===== config.mk =====
export PLATFORM = sky130hd
export DESIGN_NAME = rf_port_ctrl
export DESIGN_NICKNAME = d
export VERILOG_FILES = /design/src/rtl/rf_pkg.sv /design/src/rtl/rr_arbiter.sv /design/src/rtl/rf_port_ctrl.sv
export SDC_FILE = /design/constraint.sdc
export NUM_CORES = 1
export LEC_CHECK = 0
export ABC_AREA = 0
export CELL_PAD_IN_SITES_DETAIL_PLACEMENT = 1
export CELL_PAD_IN_SITES_GLOBAL_PLACEMENT = 2
export CORE_MARGIN = 3
export CORE_UTILIZATION = 34
export CTS_CLUSTER_DIAMETER = 80
export DETAILED_ROUTE_END_ITERATION = 8
export DONT_BUFFER_PORTS = 1
export PLACE_DENSITY = 0.83
export SETUP_SLACK_MARGIN = 0.05
export SKIP_LAST_GASP = 1
export SYNTH_ARGS = -nofsm -noshare
export SYNTH_HDL_FRONTEND = slang
export SYNTH_HIERARCHICAL = 1
export SYNTH_SLANG_ARGS = --single-unit

===== constraint.sdc =====
create_clock -name clk -period 2.55 [get_ports clk]
set_input_delay 0.51 -clock clk [delete_from_list [all_inputs] [get_ports clk]]
set_output_delay 0.51 -clock clk [all_outputs]
set_load 0.02 [all_outputs]

===== src/rtl/rf_pkg.sv =====
// Shared definitions for the 16x16 register file access path.
//   RF_NUM_REGS / RF_AW / RF_DW : register count, address and data widths
//   rf_addr_t                   : register address type
//   rf_wr_t                     : registered write-stage contents
//   rf_onehot()                 : address to one-hot register select
package rf_pkg;
  localparam int RF_NUM_REGS = 16;
  localparam int RF_AW       = 4;
  localparam int RF_DW       = 16;

  typedef logic [RF_AW-1:0] rf_addr_t;

  typedef struct packed {
    logic             vld;
    rf_addr_t         addr;
    logic [RF_DW-1:0] data;
  } rf_wr_t;

  function automatic logic [RF_NUM_REGS-1:0] rf_onehot(input rf_addr_t addr);
    rf_onehot       = '0;
    rf_onehot[addr] = 1'b1;
  endfunction
endpackage


===== src/rtl/rr_arbiter.sv =====
// Combinational round-robin arbiter.
//   req     : request vector
//   rr_ptr  : index of the last granted requester; scan starts one past it
//   stall   : suppresses all grants
//   gnt     : one-hot grant (all zero when stalled or idle)
//   gnt_idx : encoded index of the granted requester (0 when idle)
module rr_arbiter #(
  parameter int N  = 2,
  parameter int PW = (N > 1) ? $clog2(N) : 1
) (
  input  logic [N-1:0]  req,
  input  logic [PW-1:0] rr_ptr,
  input  logic          stall,
  output logic [N-1:0]  gnt,
  output logic [PW-1:0] gnt_idx
);
  always_comb begin
    int idx;
    gnt     = '0;
    gnt_idx = '0;
    idx     = 0;
    if (!stall) begin
      for (int k = 1; k <= N; k++) begin
        idx = (int'(rr_ptr) + k) % N;
        if (gnt == '0 && req[idx]) begin
          gnt[idx] = 1'b1;
          gnt_idx  = PW'(idx);
        end
      end
    end
  end
endmodule


===== src/rtl/rf_port_ctrl.sv =====
// Register file access controller.
// Round-robin arbitrates NUM_REQ write requesters onto the single write path,
// registers the winner, and drives one-hot write enables plus the data bus one
// cycle after the grant. Decodes two read addresses into one-hot read enables.
// Ports:
//   clk, rst              : clock, async active-high reset
//   req/req_addr/req_data : packed write requests (requester i at [i*W +: W])
//   gnt                   : one-hot combinational grant
//   wr_stall              : blocks new grants
//   write_reg, d          : register file write enables and data
//   rd_addr1/2, rd_en1/2  : read port addresses and enables
//   rden1/2               : one-hot read enables
//   busy                  : write stage holds a valid write
// Optional macro RF_BYPASS_EN adds byp1/2_vld and byp1/2_data: a read of the
// register being written this cycle is served from the write stage instead of
// the bitlines.
module rf_port_ctrl
  import rf_pkg::*;
#(
  parameter int NUM_REQ  = 2,
  parameter int NUM_REGS = RF_NUM_REGS,
  parameter int AW       = RF_AW,
  parameter int DW       = RF_DW
) (
  input  logic                  clk,
  input  logic                  rst,
  input  logic [NUM_REQ-1:0]    req,
  input  logic [NUM_REQ*AW-1:0] req_addr,
  input  logic [NUM_REQ*DW-1:0] req_data,
  output logic [NUM_REQ-1:0]    gnt,
  input  logic                  wr_stall,
  output logic [NUM_REGS-1:0]   write_reg,
  output logic [DW-1:0]         d,
  input  logic [AW-1:0]         rd_addr1,
  input  logic [AW-1:0]         rd_addr2,
  input  logic                  rd_en1,
  input  logic                  rd_en2,
  output logic [NUM_REGS-1:0]   rden1,
  output logic [NUM_REGS-1:0]   rden2,
`ifdef RF_BYPASS_EN
  output logic                  byp1_vld,
  output logic                  byp2_vld,
  output logic [DW-1:0]         byp1_data,
  output logic [DW-1:0]         byp2_data,
`endif
  output logic                  busy
);
  localparam int PW = (NUM_REQ > 1) ? $clog2(NUM_REQ) : 1;

  logic [PW-1:0] rr_ptr;
  logic [PW-1:0] gnt_idx;
  rf_wr_t        wr_q;

  // Reset also gates the arbiter so gnt reads zero while rst is held.
  rr_arbiter #(.N(NUM_REQ), .PW(PW)) u_arb (
    .req     (req),
    .rr_ptr  (rr_ptr),
    .stall   (wr_stall | rst),
    .gnt     (gnt),
    .gnt_idx (gnt_idx)
  );

  // Write stage: capture the granted requester's fields.
  always_ff @(posedge clk or posedge rst) begin
    if (rst) begin
      wr_q   <= '0;
      rr_ptr <= PW'(NUM_REQ - 1);
    end else begin
      wr_q.vld <= |gnt;
      if (|gnt) begin
        wr_q.addr <= req_addr[gnt_idx*AW +: AW];
        wr_q.data <= req_data[gnt_idx*DW +: DW];
        rr_ptr    <= gnt_idx;
      end
    end
  end

  assign write_reg = wr_q.vld ? rf_onehot(wr_q.addr) : '0;
  assign d         = wr_q.data;
  assign busy      = wr_q.vld;

  // Read decode. With bypass, a read hitting the in-flight write skips the
  // bitlines and takes the write-stage data.
  logic hit1, hit2;
`ifdef RF_BYPASS_EN
  assign hit1      = rd_en1 && wr_q.vld && (rd_addr1 == wr_q.addr);
  assign hit2      = rd_en2 && wr_q.vld && (rd_addr2 == wr_q.addr);
  assign byp1_vld  = hit1;
  assign byp2_vld  = hit2;
  assign byp1_data = hit1 ? wr_q.data : '0;
  assign byp2_data = hit2 ? wr_q.data : '0;
`else
  assign hit1 = 1'b0;
  assign hit2 = 1'b0;
`endif

  assign rden1 = (rd_en1 && !hit1) ? rf_onehot(rd_addr1) : '0;
  assign rden2 = (rd_en2 && !hit2) ? rf_onehot(rd_addr2) : '0;
endmodule


Word level (Yosys, flattened, before mapping)
Cells that the tools add are included.
{"block": "word_totals", "register_bits": 22, "in_bits": 55, "out_inout_bits": 67, "word_cells": 56}
{"block": "op_classes", "add_sub_neg": 2, "magnitude_cmp": 10, "shift": 2, "mux": 26, "n_bitwise": 4, "reduce_logical": 8}
{"cell": "$mux W16", "count": 3}
{"cell": "$shiftx A32 B6 Y16", "count": 1}
{"cell": "$lt A4 B5 Y1 const B", "count": 3}
{"cell": "$mux W1", "count": 14}
{"cell": "$demux W1 S4", "count": 3}
{"cell": "$ge A4 B1 Y1 const B", "count": 3}
{"cell": "$mux W2", "count": 4}
{"cell": "$shiftx A8 B4 Y4", "count": 1}
{"cell": "$logic_and A1 B1 Y1", "count": 6}
{"cell": "$lt A2 B3 Y1 const B", "count": 2}
{"cell": "$ge A2 B1 Y1 const B", "count": 2}
{"cell": "$add A1 B1 Y1 const B", "count": 2}
{"cell": "$and A1 B1 Y1 const A", "count": 2}
{"cell": "$demux W1 S1", "count": 2}
{"cell": "$logic_not A2 Y1", "count": 1}
{"cell": "$or A2 B2 Y2", "count": 1}
{"cell": "$reduce_or A2 Y1", "count": 1}
{"cell": "$or A1 B1 Y1", "count": 1}

Logic depth before layout (Yosys ltp)
Gate-level depths: netlist (run 1).
{"block": "logic_depth", "ltp_word": 13, "mapped_depth": 7}

By module
The synthesis (run 1) kept the hierarchy.
{"mod": "rf_port_ctrl", "instances": 1, "cells_each": 182, "area_each_um2": 1527.7, "seq_area_each_um2": 551.8}
{"mod": "rr_arbiter", "instances": 1, "cells_each": 5, "area_each_um2": 32.5, "seq_area_each_um2": 0.0}

Worst setup path before layout (run 1)
Ideal clock, no wire load.
{"block": "synth_path", "path_type": "input -> register", "start": "input rst", "end": "register rr_ptr", "setup_ps": 82, "arrival_time_ps": 2033, "path_slack_ps": 435, "cell_stages": 5, "path_cell_list": "or2_1 a211oi_1 or2_1 buf_6 mux2_4"}
{"block": "synth_via", "elab_chain_cells": 3, "elab_cells_between_ends": 4, "classes_between": "mux: 2; bitwise: 1; reduce/logical: 1"}
{"element": "start, declared", "line": "rf_port_ctrl.sv:26", "source": "input logic rst,"}
{"element": "$or A1 B1 Y1", "line": "rf_port_ctrl.sv:58", "source": ".stall (wr_stall | rst),"}
{"element": "$mux W2", "line": "rr_arbiter.sv:22", "source": "if (!stall) begin"}
{"element": "via gnt[1]", "line": "rf_port_ctrl.sv:30", "source": "output logic [NUM_REQ-1:0] gnt,"}
{"element": "$reduce_or A2 Y1", "line": "rf_port_ctrl.sv:70", "source": "if (|gnt) begin"}
{"element": "end signal, assigned", "line": "rf_port_ctrl.sv:67", "source": "rr_ptr <= PW'(NUM_REQ - 1);"}
{"element": "end signal, assigned", "line": "rf_port_ctrl.sv:73", "source": "rr_ptr <= gnt_idx;"}
{"element": "end, declared", "line": "rf_port_ctrl.sv:50", "source": "logic [PW-1:0] rr_ptr;"}
The timed path passes the listed nets, and every way through them passes these cells.
A chain may end at the register's enable or synchronous reset.

Worst setup path after layout (run 1)
{"block": "layout_path", "start": "register wr_q, in the netlist busy", "end": "output write_reg[3]"}
{"block": "layout_via", "elab_chain_cells": 1}
{"element": "start, declared", "line": "rf_port_ctrl.sv:52", "source": "rf_wr_t wr_q;"}
{"element": "$mux W16", "line": "rf_port_ctrl.sv:78", "source": "assign write_reg = wr_q.vld ? rf_onehot(wr_q.addr) : '0;"}
{"element": "end, declared", "line": "rf_port_ctrl.sv:32", "source": "output logic [NUM_REGS-1:0] write_reg,"}
No other way between the ends.

==> results of run 1 <==
report_power, final:
part | internal, mW | switching [mW] | total [mW]
combinational | 0.0778 | 0.124 | 0.202
clock | 0.111 | 0.102 | 0.213
sequential | 0.420 | 0.141 | 0.560
worst max path at each step:
stage / end / depth (start not counted) / start / slack [ns]
after global routing: write_reg[1] / 2 / busy$_DFF_PP0_ / 0.37
after detailed placement: d[4]$_DFFE_PP0P_ / 5 / rst / 0.61
after CTS: write_reg[3] / 2 / busy$_DFF_PP0_ / 0.45
final: write_reg[3] / 2 / busy$_DFF_PP0_ / 0.46
after global placement: wr_q[17]$_DFFE_PP0P_ / 5 / rst / 0.67
after floorplan: rr_ptr$_DFFE_PP1P_ / 5 / rst / 0.44
per-stage QoR:
step | util (%) | setup slack [ns] | cells | total power, mW
global route | 35.16 | 0.3738 | 222 | 1.037
floorplan | - | 0.4351 | 187 | 0.7942
detailed placement | 34.13 | 0.6051 | 218 | 0.7754
global placement | 34.13 | 0.6680 | 218 | 0.7572
CTS | 35.16 | 0.4508 | 222 | 0.9900
finish | 35.16 | 0.4599 | 222 | 0.9755
cells in the final DEF (no fill, tap or decap):
cell type and count:
nand3_1 3, clkbuf_8 3, clkbuf_1 1, o211a_1 1
dfstp_2 1, inv_1 3, a21oi_1 20, mux2i_1 20
buf_4 6, nand2_1 3, or2_1 2, nor3_2 3
nand3b_1 6, or3b_1 3, nor3_1 29, nand2b_1 6
a211oi_4 2, nor2_1 36, mux2_4 1, dfrtp_1 21
per-layer routing:
metal | routed length, µm | GRT usage [%]
met1 | 1665 | 16.58
met4 | 40 | 4.225
met3 | 341 | 1.915
met2 | 2295 | 27.17
met5 | 0 | 0
layout make-up:
type | instances | area [µm²] | area share [%]
Inverter | 3 | 11.26 | 0.7305
Multi-Input combinational cell | 135 | 823.3 | 53.41
Clock buffer | 4 | 45.04 | 2.922
Tap cell | 52 | 65.06 | 4.221
Sequential cell | 22 | 551.8 | 35.80
Timing Repair Buffer | 6 | 45.04 | 2.922
flip-flops by register name, indices dropped and copies added (netlist names):
register / flops
busy: 1
d: 16
rr_ptr: 1
wr_q: 4
logic make-up (layout without fill, tap and decap cells):
| logic type | after synthesis | in the layout | share of synthesized area (%) |
|---|---|---|---|
| flip-flops | 22 | 22 | 35.36 |
| buffers and inverters | 30 | 13 | 13.47 |
| AO/OA/AOI/OAI | 23 | 23 | 8.019 |
| AND/OR/NAND/NOR | 91 | 91 | 29.35 |
| multiplexers | 21 | 21 | 13.79 |
critical path: stages (launching register included):
cell and delay (ns):
dfrtp_1 0.52, or3b_1 0.46, nor2_1 0.34
==> qor.csv, run 1 <==
metric;value;unit
ys_ff_latch;22;
synth_area_leader_cell;dfrtp_1;
layout-drive-gt1-share;9.412;%
seq_area_frac_synth;35.36;%
slew_headroom;44.02;%
r2r_start;rr_ptr$_DFFE_PP1P_;
placed_area;0.001496;mm²
yosysMostFrequentCell;nor2_1;
drc;0;
synth_nets;242;
dieArea;0.005438;mm²
synth-edff-count;0;
die_x;73.74;µm
hold_viol;0;
ys_warn_count;6;
clock-sinks;22;
cts_resized;0;
power.density;632.9;mW/mm²
final_max_slew_viol_count;0;
finalWirelength;4343;µm
maxCapViolations;0;
diodes;0;
crit_fanout;5;
grt_pass1_vias;1231;
fin_area;0.001541;mm²
io_buffers;0;
dr.pass1.iters;4;
ant_nets;0;
n_fill_cell;536;
worstSetupPathType;reg -> out;
grt_usage;14.39;%
vias;1295;
required;2.04;ns
grt_max_degree;23;
tightest_slew;0.8388;ns
peakVddDrop;0.0002196;V
synth_top_area_share;33.68;%
cts_hold_buf;0;
syn_to_final_growth;-1.203;%
finalCritPeriodShare;81.97;%
core_area;0.004384;mm²
clk_path_buf_depth;2;
grt_pass1_wl;6154;µm
dp_hpwl;3536;µm
synth_top_cells_by_area;dfrtp_1, mux2i_1, nor3_1;
synth_area;0.001560;mm²
layout.nets;226;
async_flop_share;100.0;%
synth_commonest_cells;nor2_1, nor3_1, dfrtp_1;
place_congestion;0.7197;
syn_area_per_cell;8.344;µm²
grt_antenna_before_repair;0;
skew;0.009396;ns
crit_path_end_kind;output port;
grt_overflow;0;
cts_root_buf;clkbuf_8;
timing.rr.end;wr_q[18]$_DFFE_PP0P_;
synth.distinct_cells;22;
synthFlopType;dfrtp_1;
synthCells;187;
period_minus_slack;2.090;ns
min_path_type;in -> async;
max_clock_freq;478.4;MHz
timing.hold.ws;0.3038;ns
die_h;73.74;µm
cts_tree;done;
cts_buffers;3;
outcome;complete, no violations;
num_io_pins;122;
setup_viol;0;
cts_max_level;1;
row_count;24;
rsz0062_at_grt;false;
drt_iter0_markers;20;
worstSkewPairLatency;0.26;ns
fin_tns_setup;0;ns
cts_setup_buffers;0;
p_leak;0.5578;nW
clkTransAtPathRegs;0.08;ns
worst_setup_path_start_kind;register;
viasPerCell;5.833;
reg2regPathDepth;4;
wl_per_cell;19.56;µm
rrSetupSlack;0.93;ns
start_util;35.59;%
cp.arrival;1.58;ns
(Power assumes the default switching activity.)
==> inputs of run 2 (changes only) <==
- ABC_AREA: 0 -> 1
- CORE_UTILIZATION: 34 -> 28
- PLACE_DENSITY: 0.83 -> 0.77
- clock period: 2.55 -> 2.1 ns (I/O delays scaled with it)
==> run 2 against run 1 <==
Against the previous run: final cell count up 48%; hold slack worse by 0.23 ns; clock power up 47%; non-clock buffer count up 4; worst setup slack worse by 0.21 ns; global-route usage down 0.58 points; sequential share of layout area down 2.2 points; synthesized cell count up 44%; combinational power up 28%; highest routed layer unchanged; utilization down 4.3 points; clock skew down 0.0034 ns; synthesized area up 2.8%.
==> qor.csv, run 2 <==
metric;value;unit;change
outcome;complete, no violations;;unchanged
synth_area_leader_cell;dfrtp_1;;unchanged
drt_iter0_markers;23;;was 20
synth_nets;324;;was 242
place_congestion;0.6666;;was 0.7197
die_x;81.69;µm;was 73.74 µm
setup_viol;0;;unchanged
clkTransAtPathRegs;0.09;ns;was 0.08 ns
synthCells;269;;was 187
hold_viol;0;;unchanged
largest_register_ffs;16;;unchanged
fin_area;0.001644;mm²;was 0.001541 mm²
n_fill_cell;745;;was 536
syn_area_per_cell;5.963;µm²;was 8.344 µm²
drc;0;;unchanged
async_flop_share;100.0;%;unchanged
seq_area_frac_synth;34.40;%;was 35.36%
fin_ws;0.2503;ns;was 0.4599 ns
skew;0.006020;ns;was 0.009396 ns
crit_path_end_kind;output port;;unchanged
cts_hold_buf;0;;unchanged
rrSetupSlack;0.31;ns;was 0.93 ns
synth_commonest_cells;nand2_1, nor2_1, dfrtp_1;;was nor2_1, nor3_1, dfrtp_1
start_util;30.07;%;was 35.59%
required;1.68;ns;was 2.04 ns
final_common_cell;nand2_1;;was nor2_1
io_buffers;0;;unchanged
dieArea;0.006673;mm²;was 0.005438 mm²
grt_overflow;0;;unchanged
cp_top_family;flip-flops;;was simple AND/OR/NAND/NOR gates
layout-drive-gt1-share;8.108;%;was 9.412%
clk_path_buf_depth;2;;unchanged
worstSkewPairLatency;0.26;ns;about the same
crit_buf_inv;2;;was 0
finalWirelength;4640;µm;was 4343 µm
grt_pass1_vias;1580;;was 1231
peakVddDrop;0.0002208;V;was 0.0002196 V
vias;1539;;was 1295
die_h;81.69;µm;was 73.74 µm
grt_pass1_wl;7203;µm;was 6154 µm
ys_warn_count;6;;unchanged
mostFrequentLayoutCells;nand2_1, nor2_1, dfrtp_1;;was nor2_1, nor3_1, dfrtp_1
cts_resized;0;;unchanged
slowest_delay;0.54;ns;was 0.52 ns
cts_tree;done;;unchanged
worstSetupPathType;reg -> out;;unchanged
tightest_slew;0.5321;ns;was 0.8388 ns
ys_ff_latch;22;;unchanged
min_path_type;in -> async;;unchanged
synth_top_area_share;32.76;%;was 33.68%
worst_setup_path_start_kind;register;;unchanged
viasPerCell;4.678;;was 5.833
synthFlopType;dfrtp_1;;unchanged
wl_per_cell;14.10;µm;was 19.56 µm
syn_to_final_growth;2.496;%;was -1.203%
cts_max_level;1;;unchanged
final_max_slew_viol_count;0;;unchanged
row_count;26;;was 24
p_leak;0.9061;nW;was 0.5578 nW
cp.arrival;1.43;ns;was 1.58 ns
grt_usage;13.80;%;was 14.39%
worstPathCellList;inv_1, nor3_1, buf_4;;was or3b_1, nor2_1
maxCapViolations;0;;unchanged
dr.pass1.iters;4;;unchanged
ant_nets;0;;unchanged
grt_max_degree;24;;was 23
yosysMostFrequentCell;nand2_1;;was nor2_1
cts_buffers;3;;unchanged
synth_top_cells_by_area;dfrtp_1, nand2_1, nor2_1;;was dfrtp_1, mux2i_1, nor3_1
core_area;0.005335;mm²;was 0.004384 mm²
rsz0062_at_grt;false;;unchanged
slew_headroom;64.45;%;was 44.02%
cts_root_buf;clkbuf_8;;unchanged
max_clock_freq;540.6;MHz;
synth_area;0.001604;mm²;was 0.001560 mm²
crit_fanout;6;;was 5
layout.nets;315;;was 226
critPathSlowestCell;dfrtp_1;;unchanged
grt_antenna_before_repair;0;;unchanged
power.density;745.6;mW/mm²;was 632.9 mW/mm²
diodes;0;;unchanged
cts_setup_buffers;0;;unchanged
synth.distinct_cells;16;;was 22
place_ws;0.2408;ns;was 0.6051 ns
placed_area;0.001589;mm²;was 0.001496 mm²
clock-sinks;22;;unchanged
fin_tns_setup;0;ns;unchanged
num_io_pins;122;;unchanged
synth-edff-count;0;;unchanged
dp_hpwl;3643;µm;was 3536 µm
period_minus_slack;1.850;ns;
finalCritPeriodShare;88.08;%;
-- run 2: changes by cell type after synthesis, sizes merged, moves of 2 or more --
cell,previous run,this run
nand2b,6,0
mux2i,20,0
inv,3,17
clkbuf,3,0
nand3b,6,2
nand3,3,7
a21oi,20,0
nor3,32,6
a211oi,2,0
or3b,3,0
nand2,3,140
nor2,36,49
-- run 2: kinds of logic (layout without fill, tap and decap cells) --
group / count (synthesis) / after routing / synth area share, %
buffers and inverters: 41 / 31 / 15.05
DFF: 22 / 22 / 34.40
and+or+nand+nor: 205 / 205 / 50.23
AOI/OAI and AO/OA: 1 / 1 / 0.3117
-- run 2: final timing paths --
check	endpoint	cells after the start	from
max	write_reg[6]	3	busy$_DFF_PP0_
min	d[3]$_DFFE_PP0P_	2	rst
max reg2reg	d[12]$_DFFE_PP0P_	7	rr_ptr$_DFFE_PP1P_
min reg2reg	rr_ptr$_DFFE_PP1P_	2	rr_ptr$_DFFE_PP1P_
max in group asynchronous	rr_ptr$_DFFE_PP1P_	2	rst
min in group clk	d[4]$_DFFE_PP0P_	4	req_data[4]
-- run 2: per-layer routing --
metal  vias to the layer above  routed length [µm]  GRT usage [%]
met5                         -                   0              0
met4                         0                  38          5.482
met3                         2                 480          4.715
met2                        83                2279          25.16
met1                       691                1841          14.48
li1                        763                   -              -
-- run 2: through the flow --
step | hold WS [ns] | instances | utilization (%) | power [mW]
after floorplan | 0.4085 | 269 | - | 0.9488
after detailed placement | 0.3860 | 325 | 29.78 | 0.9320
after CTS | 0.08957 | 329 | 30.82 | 1.253
final | 0.07729 | 329 | 30.82 | 1.226
after global routing | 0.1056 | 329 | 30.82 | 1.317
after global placement | 0.3736 | 325 | 29.78 | 0.9236
-- run 2: final cells by class --
type	instances	area (µm²)	area share (%)
inverter	17	63.81	3.881
timing repair buffer	10	75.07	4.566
clock buffer	4	55.05	3.349
multi-input combinational	206	810.8	49.31
tap	70	87.58	5.327
sequential	22	551.8	33.56
-- run 2: power breakdown --
group | leakage (nW) | internal [mW] | switching, mW
Sequential | 0.273 | 0.505 | 0.150
Combinational | 0.604 | 0.0782 | 0.180
Clock | 0.0288 | 0.167 | 0.146
Total | 0.906 | 0.750 | 0.476
